--- config.mk ---
export PLATFORM = sky130hd
export DESIGN_NAME = wb_ep_tx_fifo
export DESIGN_NICKNAME = d
export VERILOG_FILES = /design/src/rtl/wb_ep_tx_fifo.sv
export SDC_FILE = /design/constraint.sdc
export NUM_CORES = 1
export LEC_CHECK = 0
export ABC_CLOCK_PERIOD_IN_PS = 13300
export CELL_PAD_IN_SITES_DETAIL_PLACEMENT = 1
export CELL_PAD_IN_SITES_GLOBAL_PLACEMENT = 2
export CORE_UTILIZATION = 52
export CTS_BUF_LIST = sky130_fd_sc_hd__clkbuf_4 sky130_fd_sc_hd__clkbuf_8
export DETAILED_ROUTE_END_ITERATION = 10
export GPL_ROUTABILITY_DRIVEN = 0
export PLACE_DENSITY_LB_ADDON = 0.1
export SYNTH_ARGS = -nofsm -noshare
export SYNTH_HDL_FRONTEND = slang
export SYNTH_SLANG_ARGS = --single-unit
--- constraint.sdc ---
create_clock -name clk -period 13.3 [get_ports clk]
set_input_delay 3.325 -clock clk [delete_from_list [all_inputs] [get_ports clk]]
set_output_delay 3.325 -clock clk [all_outputs]
set_load 0.02 [all_outputs]
--- src/rtl/wb_ep_tx_fifo.sv ---
// wb_ep_tx_fifo
//   Wishbone classic slave that buffers 32-bit words from the host CPU in a
//   FIFO and serialises a committed packet of LEN bytes, least significant
//   byte of each word first, onto an 8-bit valid/ready stream for the USB TX
//   endpoint engine.
//
// Ports
//   clk, reset        clock and synchronous active-high reset
//   wb_CYC/STB/WE     Wishbone cycle, strobe, write enable
//   wb_ADR[13:0]      word address; [13:2] decoded against BASE_ADR, [1:0] register
//   wb_SEL[3:0]       byte lanes; only full-word writes take effect
//   wb_DAT_MOSI[31:0] write data
//   wb_DAT_MISO[31:0] read data, non-zero only while wb_ACK is high
//   wb_ACK            single-cycle acknowledge after one wait state
//   out_valid/out_data[7:0]/out_last/out_ready   byte stream
//   irq               (only with WB_EP_TX_FIFO_IRQ_EN) done & irq_en, registered
//
// Registers (wb_ADR[1:0])
//   0 DATA   W push word, R 0
//   1 STATUS R [7:0] level, [16] empty, [17] full, [18] overflow, [19] busy, [20] done
//   2 CTRL   W [0] flush, [1] clear overflow+done, [2] send, [3] irq_en (IRQ build only)
//   3 LEN    RW [10:0] packet byte count
//
// Build option: define WB_EP_TX_FIFO_IRQ_EN to add the irq output and CTRL[3].

module wb_ep_tx_fifo #(
  parameter int          DEPTH_LOG2 = 4,
  parameter logic [13:0] BASE_ADR   = 14'h0100
) (
  input  logic        clk,
  input  logic        reset,
  input  logic        wb_CYC,
  input  logic        wb_STB,
  input  logic        wb_WE,
  input  logic [13:0] wb_ADR,
  input  logic [3:0]  wb_SEL,
  input  logic [31:0] wb_DAT_MOSI,
  output logic [31:0] wb_DAT_MISO,
  output logic        wb_ACK,
  output logic        out_valid,
  output logic [7:0]  out_data,
  output logic        out_last,
  input  logic        out_ready
`ifdef WB_EP_TX_FIFO_IRQ_EN
  ,
  output logic        irq
`endif
);

  localparam int                  DEPTH    = 1 << DEPTH_LOG2;
  localparam logic [DEPTH_LOG2:0] LVL_FULL = (DEPTH_LOG2 + 1)'(DEPTH);
  localparam logic [DEPTH_LOG2:0] LVL_ONE  = (DEPTH_LOG2 + 1)'(1);

  typedef enum logic {IDLE, SEND} state_t;

  logic [31:0]           mem [DEPTH];
  logic [DEPTH_LOG2-1:0] wr_ptr, rd_ptr, rd_ptr_nxt;
  logic [DEPTH_LOG2:0]   level;
  logic                  empty, full;
  logic                  overflow, done;
  logic [10:0]           len;
  state_t                state;
  logic [10:0]           remaining;
  logic [1:0]            idx, idx_inc;
  logic [31:0]           head, head_nxt;
  logic [31:0]           status, rd_val;

  logic hit, sel, fire, wr_ok;
  logic wr_data, wr_ctrl, wr_len;
  logic flush, clr, send;
  logic push, pop, handshake, is_last;

`ifdef WB_EP_TX_FIFO_IRQ_EN
  logic irq_en;
`endif

  // Bus decode: side effects only on the edge that raises ACK.
  assign hit     = (wb_ADR[13:2] == BASE_ADR[13:2]);
  assign sel     = wb_CYC & wb_STB & hit;
  assign fire    = sel & ~wb_ACK;
  assign wr_ok   = fire & wb_WE & (wb_SEL == 4'hF);
  assign wr_data = wr_ok & (wb_ADR[1:0] == 2'd0);
  assign wr_ctrl = wr_ok & (wb_ADR[1:0] == 2'd2);
  assign wr_len  = wr_ok & (wb_ADR[1:0] == 2'd3);

  // Flush dominates send when both are written in the same word.
  assign flush = wr_ctrl & wb_DAT_MOSI[0];
  assign clr   = wr_ctrl & wb_DAT_MOSI[1];
  assign send  = wr_ctrl & wb_DAT_MOSI[2] & ~wb_DAT_MOSI[0];

  assign empty      = (level == '0);
  assign full       = (level == LVL_FULL);
  assign rd_ptr_nxt = rd_ptr + DEPTH_LOG2'(1);
  assign head       = mem[rd_ptr];
  assign head_nxt   = mem[rd_ptr_nxt];
  assign idx_inc    = idx + 2'd1;

  assign handshake = out_valid & out_ready;
  assign is_last   = (remaining == 11'd1);
  assign push      = wr_data & ~full;
  // A head word leaves the FIFO after its fourth byte or after the packet's
  // final byte, so the tail of a partial last word is discarded.
  assign pop       = handshake & ((idx == 2'd3) | is_last) & ~flush;

  always_comb begin
    status         = '0;
    status[7:0]    = 8'(level);
    status[16]     = empty;
    status[17]     = full;
    status[18]     = overflow;
    status[19]     = (state == SEND);
    status[20]     = done;
  end

  always_comb begin
    rd_val = '0;
    case (wb_ADR[1:0])
      2'd1:    rd_val = status;
`ifdef WB_EP_TX_FIFO_IRQ_EN
      2'd2:    rd_val = {28'd0, irq_en, 3'd0};
`endif
      2'd3:    rd_val = {21'd0, len};
      default: rd_val = '0;
    endcase
  end

  // Bus handshake, read data and the plain configuration registers.
  always_ff @(posedge clk) begin
    if (reset) begin
      wb_ACK      <= 1'b0;
      wb_DAT_MISO <= '0;
      len         <= '0;
`ifdef WB_EP_TX_FIFO_IRQ_EN
      irq_en      <= 1'b0;
`endif
    end else begin
      wb_ACK      <= fire;
      wb_DAT_MISO <= (fire & ~wb_WE) ? rd_val : '0;
      if (wr_len)
        len <= wb_DAT_MOSI[10:0];
`ifdef WB_EP_TX_FIFO_IRQ_EN
      if (wr_ctrl)
        irq_en <= wb_DAT_MOSI[3];
`endif
    end
  end

  // Storage array has no reset; only the pointers define its contents.
  always_ff @(posedge clk) begin
    if (push)
      mem[wr_ptr] <= wb_DAT_MOSI;
  end

  // FIFO pointers, level and the sticky overflow flag.
  always_ff @(posedge clk) begin
    if (reset) begin
      wr_ptr   <= '0;
      rd_ptr   <= '0;
      level    <= '0;
      overflow <= 1'b0;
    end else begin
      if (flush) begin
        wr_ptr <= '0;
        rd_ptr <= '0;
        level  <= '0;
      end else begin
        if (push)
          wr_ptr <= wr_ptr + DEPTH_LOG2'(1);
        if (pop)
          rd_ptr <= rd_ptr_nxt;
        case ({push, pop})
          2'b10:   level <= level + LVL_ONE;
          2'b01:   level <= level - LVL_ONE;
          default: level <= level;
        endcase
      end
      if (clr)
        overflow <= 1'b0;
      if (wr_data & full)
        overflow <= 1'b1;
    end
  end

  // Serializer. The stream outputs are registered and look one byte ahead:
  // after a handshake they load the following byte directly, so a full FIFO
  // streams at one byte per cycle. When the next word is not yet stored the
  // valid drops and the idle branch reloads once data arrives.
  always_ff @(posedge clk) begin
    if (reset) begin
      state     <= IDLE;
      remaining <= '0;
      idx       <= '0;
      out_valid <= 1'b0;
      out_data  <= '0;
      out_last  <= 1'b0;
      done      <= 1'b0;
    end else begin
      if (clr)
        done <= 1'b0;
      if (flush) begin
        state     <= IDLE;
        out_valid <= 1'b0;
        remaining <= '0;
        idx       <= '0;
      end else begin
        case (state)
          IDLE: begin
            if (send) begin
              if (len != 11'd0) begin
                state     <= SEND;
                remaining <= len;
                idx       <= '0;
                out_valid <= 1'b0;
              end else begin
                done <= 1'b1;
              end
            end
          end
          SEND: begin
            if (handshake) begin
              remaining <= remaining - 11'd1;
              idx       <= idx_inc;
              out_last  <= (remaining == 11'd2);
              if (is_last) begin
                state     <= IDLE;
                out_valid <= 1'b0;
                done      <= 1'b1;
              end else if (idx == 2'd3) begin
                out_valid <= (level > LVL_ONE);
                if (level > LVL_ONE)
                  out_data <= head_nxt[7:0];
              end else begin
                out_valid <= 1'b1;
                out_data  <= head[{idx_inc, 3'b000} +: 8];
              end
            end else if (!out_valid && !empty) begin
              out_valid <= 1'b1;
              out_data  <= head[{idx, 3'b000} +: 8];
              out_last  <= is_last;
            end
          end
          default: state <= IDLE;
        endcase
      end
    end
  end

`ifdef WB_EP_TX_FIFO_IRQ_EN
  // Interrupt follows done one cycle later, gated by the enable.
  always_ff @(posedge clk) begin
    if (reset)
      irq <= 1'b0;
    else
      irq <= done & irq_en;
  end
`endif

endmodule

==> key figures <==
Status
  – Status: finished, final reports clean

STA
  – Clock skew: 0.0269 ns
  – Unrepaired setup endpoints after global routing: no
  – Final setup viols: 0
  – Maximum clock rate: about 160 MHz
  – Tightest Pin Transition: 1.34 ns
  – Setup tns final: 0 ns
  – Final hold vios: 0
  – Final Max Slew Viols: 0
  – Final period util: 46.2%
  – Max_slew headroom: between 10 and 15%
  – Period minus WS final: 6.14 ns

Clock network
  – Clk slew on worst S/H paths: around 0.060 ns
  – Post-CTS sizing: 0
  – Clock tree root driver cell: clkbuf_8
  – # Post-CTS Setup Buffers: 0
  – CTS hold repair buffers: 0
  – Num CTS Buffers: 97
  – Clk Latency, worst-skew pair: just over 0.7 ns
  – H-tree depth: 3
  – CTS sink count: 583
  – CTS tree: built
  – Buffer depth of the longest clock path: 3

Floorplanning
  – Starting Density: 52.9%
  – Die width: 226 um
  – # rows: slightly above 80
  – Total Die Area: ~51000 um2
  – DIE HEIGHT: ~230 um
  – I/O pin total: slightly below 100
  – Core box area: roughly 49000 um2

Critical path
  – Reg-to-reg endpoint: out_data[0]
  – Critical Setup Path Class: in -> reg
  – Reg-to-Reg Start: idx[0]
  – CP required: about 14 ns
  – Worst r2r path cells: 8
  – Critical Path Sink: mem[0][14]
  – Startpoint Class: input pin
  – Critical path arrival: between 6 and 7 ns
  – Crit path max fanout: 25
  – Start point of the critical path: wb_ADR[6]
  – Crit. End Element: register
  – R2R setup slack: between 9 and 10 ns

Global route
  – GR Overflow Total: 0
  – Largest net degree at the start of global routing: 124
  – Vias in the first global route: 16074
  – Initial antenna violation count: 0
  – First-pass GRT wire length: 108000 um
  – GRT Overall Usage: 29.7%

Place
  – Post-DP Area: 27500 um2
  – Number of I/O port buffers: 82
  – Final HPWL DP: roughly 47000 um

Logic synthesis
  – Share of the synthesized area in the top cell type: 59.1%
  – Post-synthesis sequential area ratio: approximately 65%
  – Yosys warns: 0
  – Seq cells post-synth: between 500 and 600
  – Main synth FF type: edfxtp_1
  – Post-synth EDFFs: approximately 510
  – Most common cell in the netlist: edfxtp_1
  – Syn avg cell area: 17.0 um2
  – Cell taking the most area after synthesis: edfxtp_1
  – Asr flop ratio synth: 0%
  – Synth area leaders: edfxtp_1 59%, mux4_2 16%, dfxtp_1 5.5%
  – Post-Syn Instances: 1533
  – Yosys cell types: 72
  – Most frequent cells after synthesis: 512 x edfxtp_1, 180 x mux4_2, 121 x mux2i_1
  – Post-synthesis cell area: roughly 26000 um2

Route
  – Antenna-violating nets left: 0
  – 1st-iter DRT viols: 1387
  – Per-cell routed wire length: 30.6 um
  – Vias post-DR: about 15000
  – Number of vias per cell: roughly 6.5
  – Number of remaining DRC errors: 0
  – Total Routed Length: about 73000 um
  – Pre-antenna DRT Iters: 5

Flow run
  – Max-cap viol count: 0

Power
  – Maximum vdd drop: around 0.0001 V
  – Cell Pwr Density: ~120 nW/um2
  – Static Leakage: between 9 and 10 nW

Final layout
  – Layout cells sized above 1: approximately 25%
  – Ant diodes: 0
  – Area delta synth->final: 13.2%
  – Fill cells: around 4400
  – Finished Cell Area: 29400 um2
  – Nets: 1714

Hold path
  – HP Class: reg -> reg
  – Hold Path Origin: done
## kinds of logic after synthesis
family,Yosys count,share of synthesized area (%)
DFF,583,64.6
and+or+nand+nor,304,5.93
buffers and inverters,126,2.65
other,1,0.0144
muxes,321,21.1
AOI/OAI and AO/OA,171,4.62
adders and majority gates,13,0.625
xor gates and xnor gates,14,0.471
## layout by cell type, fill, tap and decap left out, types with 13 or more instances in the layout
cell type	n
nand3_1	31
o22ai_1	20
o21ai_0	13
edfxtp_1	512
clkbuf_8	107
clkinv_2	19
conb_1	16
mux4_2	180
clkdlybuf4s50_1	82
mux2_2	19
dfxtp_1	67
mux2i_1	121
nor3_1	20
nand2_1	56
or3_1	13
clkinv_1	17
buf_4	26
a22oi_1	20
clkbuf_4	26
a21oi_1	24
nor2_1	80
## sequential cells by signal, indices dropped and copies added, names as in the netlist, named ones only
name and flops:
done 1, idx 2, len 11, level 5, mem 512, out_data 8
out_last 1, out_valid 1, overflow 1, rd_ptr 4, remaining 11, state 1
wb_ACK 1, wb_DAT_MISO 16, wr_ptr 4
## how the worst min path moves through the flow
| stage | endpoint | slack [ns] | cells past startpoint |
|---|---|---|---|
| after global routing | done | 0.48 | 2 |
| final | done | 0.45 | 2 |
| after detailed placement | done | 0.45 | 2 |
| after floorplan | done | 0.43 | 2 |
| after global placement | done | 0.46 | 2 |
| after CTS | done | 0.46 | 2 |
## critical path: stages
cell and delay (ns):
clkdlybuf4s50_1 0.40, nor4b_1 0.40, nand4_1 0.28, nor4_2 0.30, buf_4 0.24, nand2_1 0.24, nor3_2 0.74, buf_4 0.54
## metal layers
metal	vias to the layer above	share of wire [%]	GRT usage, %
met1	8177	42	40.7
met2	622	49	47.9
met3	121	6.6	6.31
met4	0	2.4	9.02
met5	-	0	0
li1	6491	-	-
## per-stage QoR
| stage | setup slack, ns | total power [mW] | util (%) | std cells | hold WS [ns] |
|---|---|---|---|---|---|
| 2_1_floorplan | 5.92 | 2.04 | - | 1548 | 0.428 |
| 3_3_place_gp | 6.52 | 2.08 | 55.8 | 2210 | 0.458 |
| 3_5_place_dp | 6.42 | 2.08 | 55.8 | 2210 | 0.450 |
| 4_1_cts | 7.17 | 3.68 | 59.9 | 2389 | 0.457 |
| 5_1_grt | 6.87 | 3.75 | 59.9 | 2389 | 0.477 |
| 6_report | 7.16 | 3.66 | 59.9 | 2389 | 0.454 |
## report_power, final
part / total, mW / internal, mW / switching [mW]
logic: 0.0535 / 0.0159 / 0.0375
registers: 1.99 / 1.99 / 0.000000181
clock network: 1.62 / 0.878 / 0.737
## layout make-up
class                   count  area, um2  area share (%)
multi-input cells         839       8700            29.6
clock buffers             133       1670            5.67
repair buffers            110       1060            3.59
inverters                  14       52.6           0.178
flip-flops and latches    583      16800            57.1
clock inverters            46        323            1.10
well taps                 664        831            2.82
(Power assumes the default switching activity.)
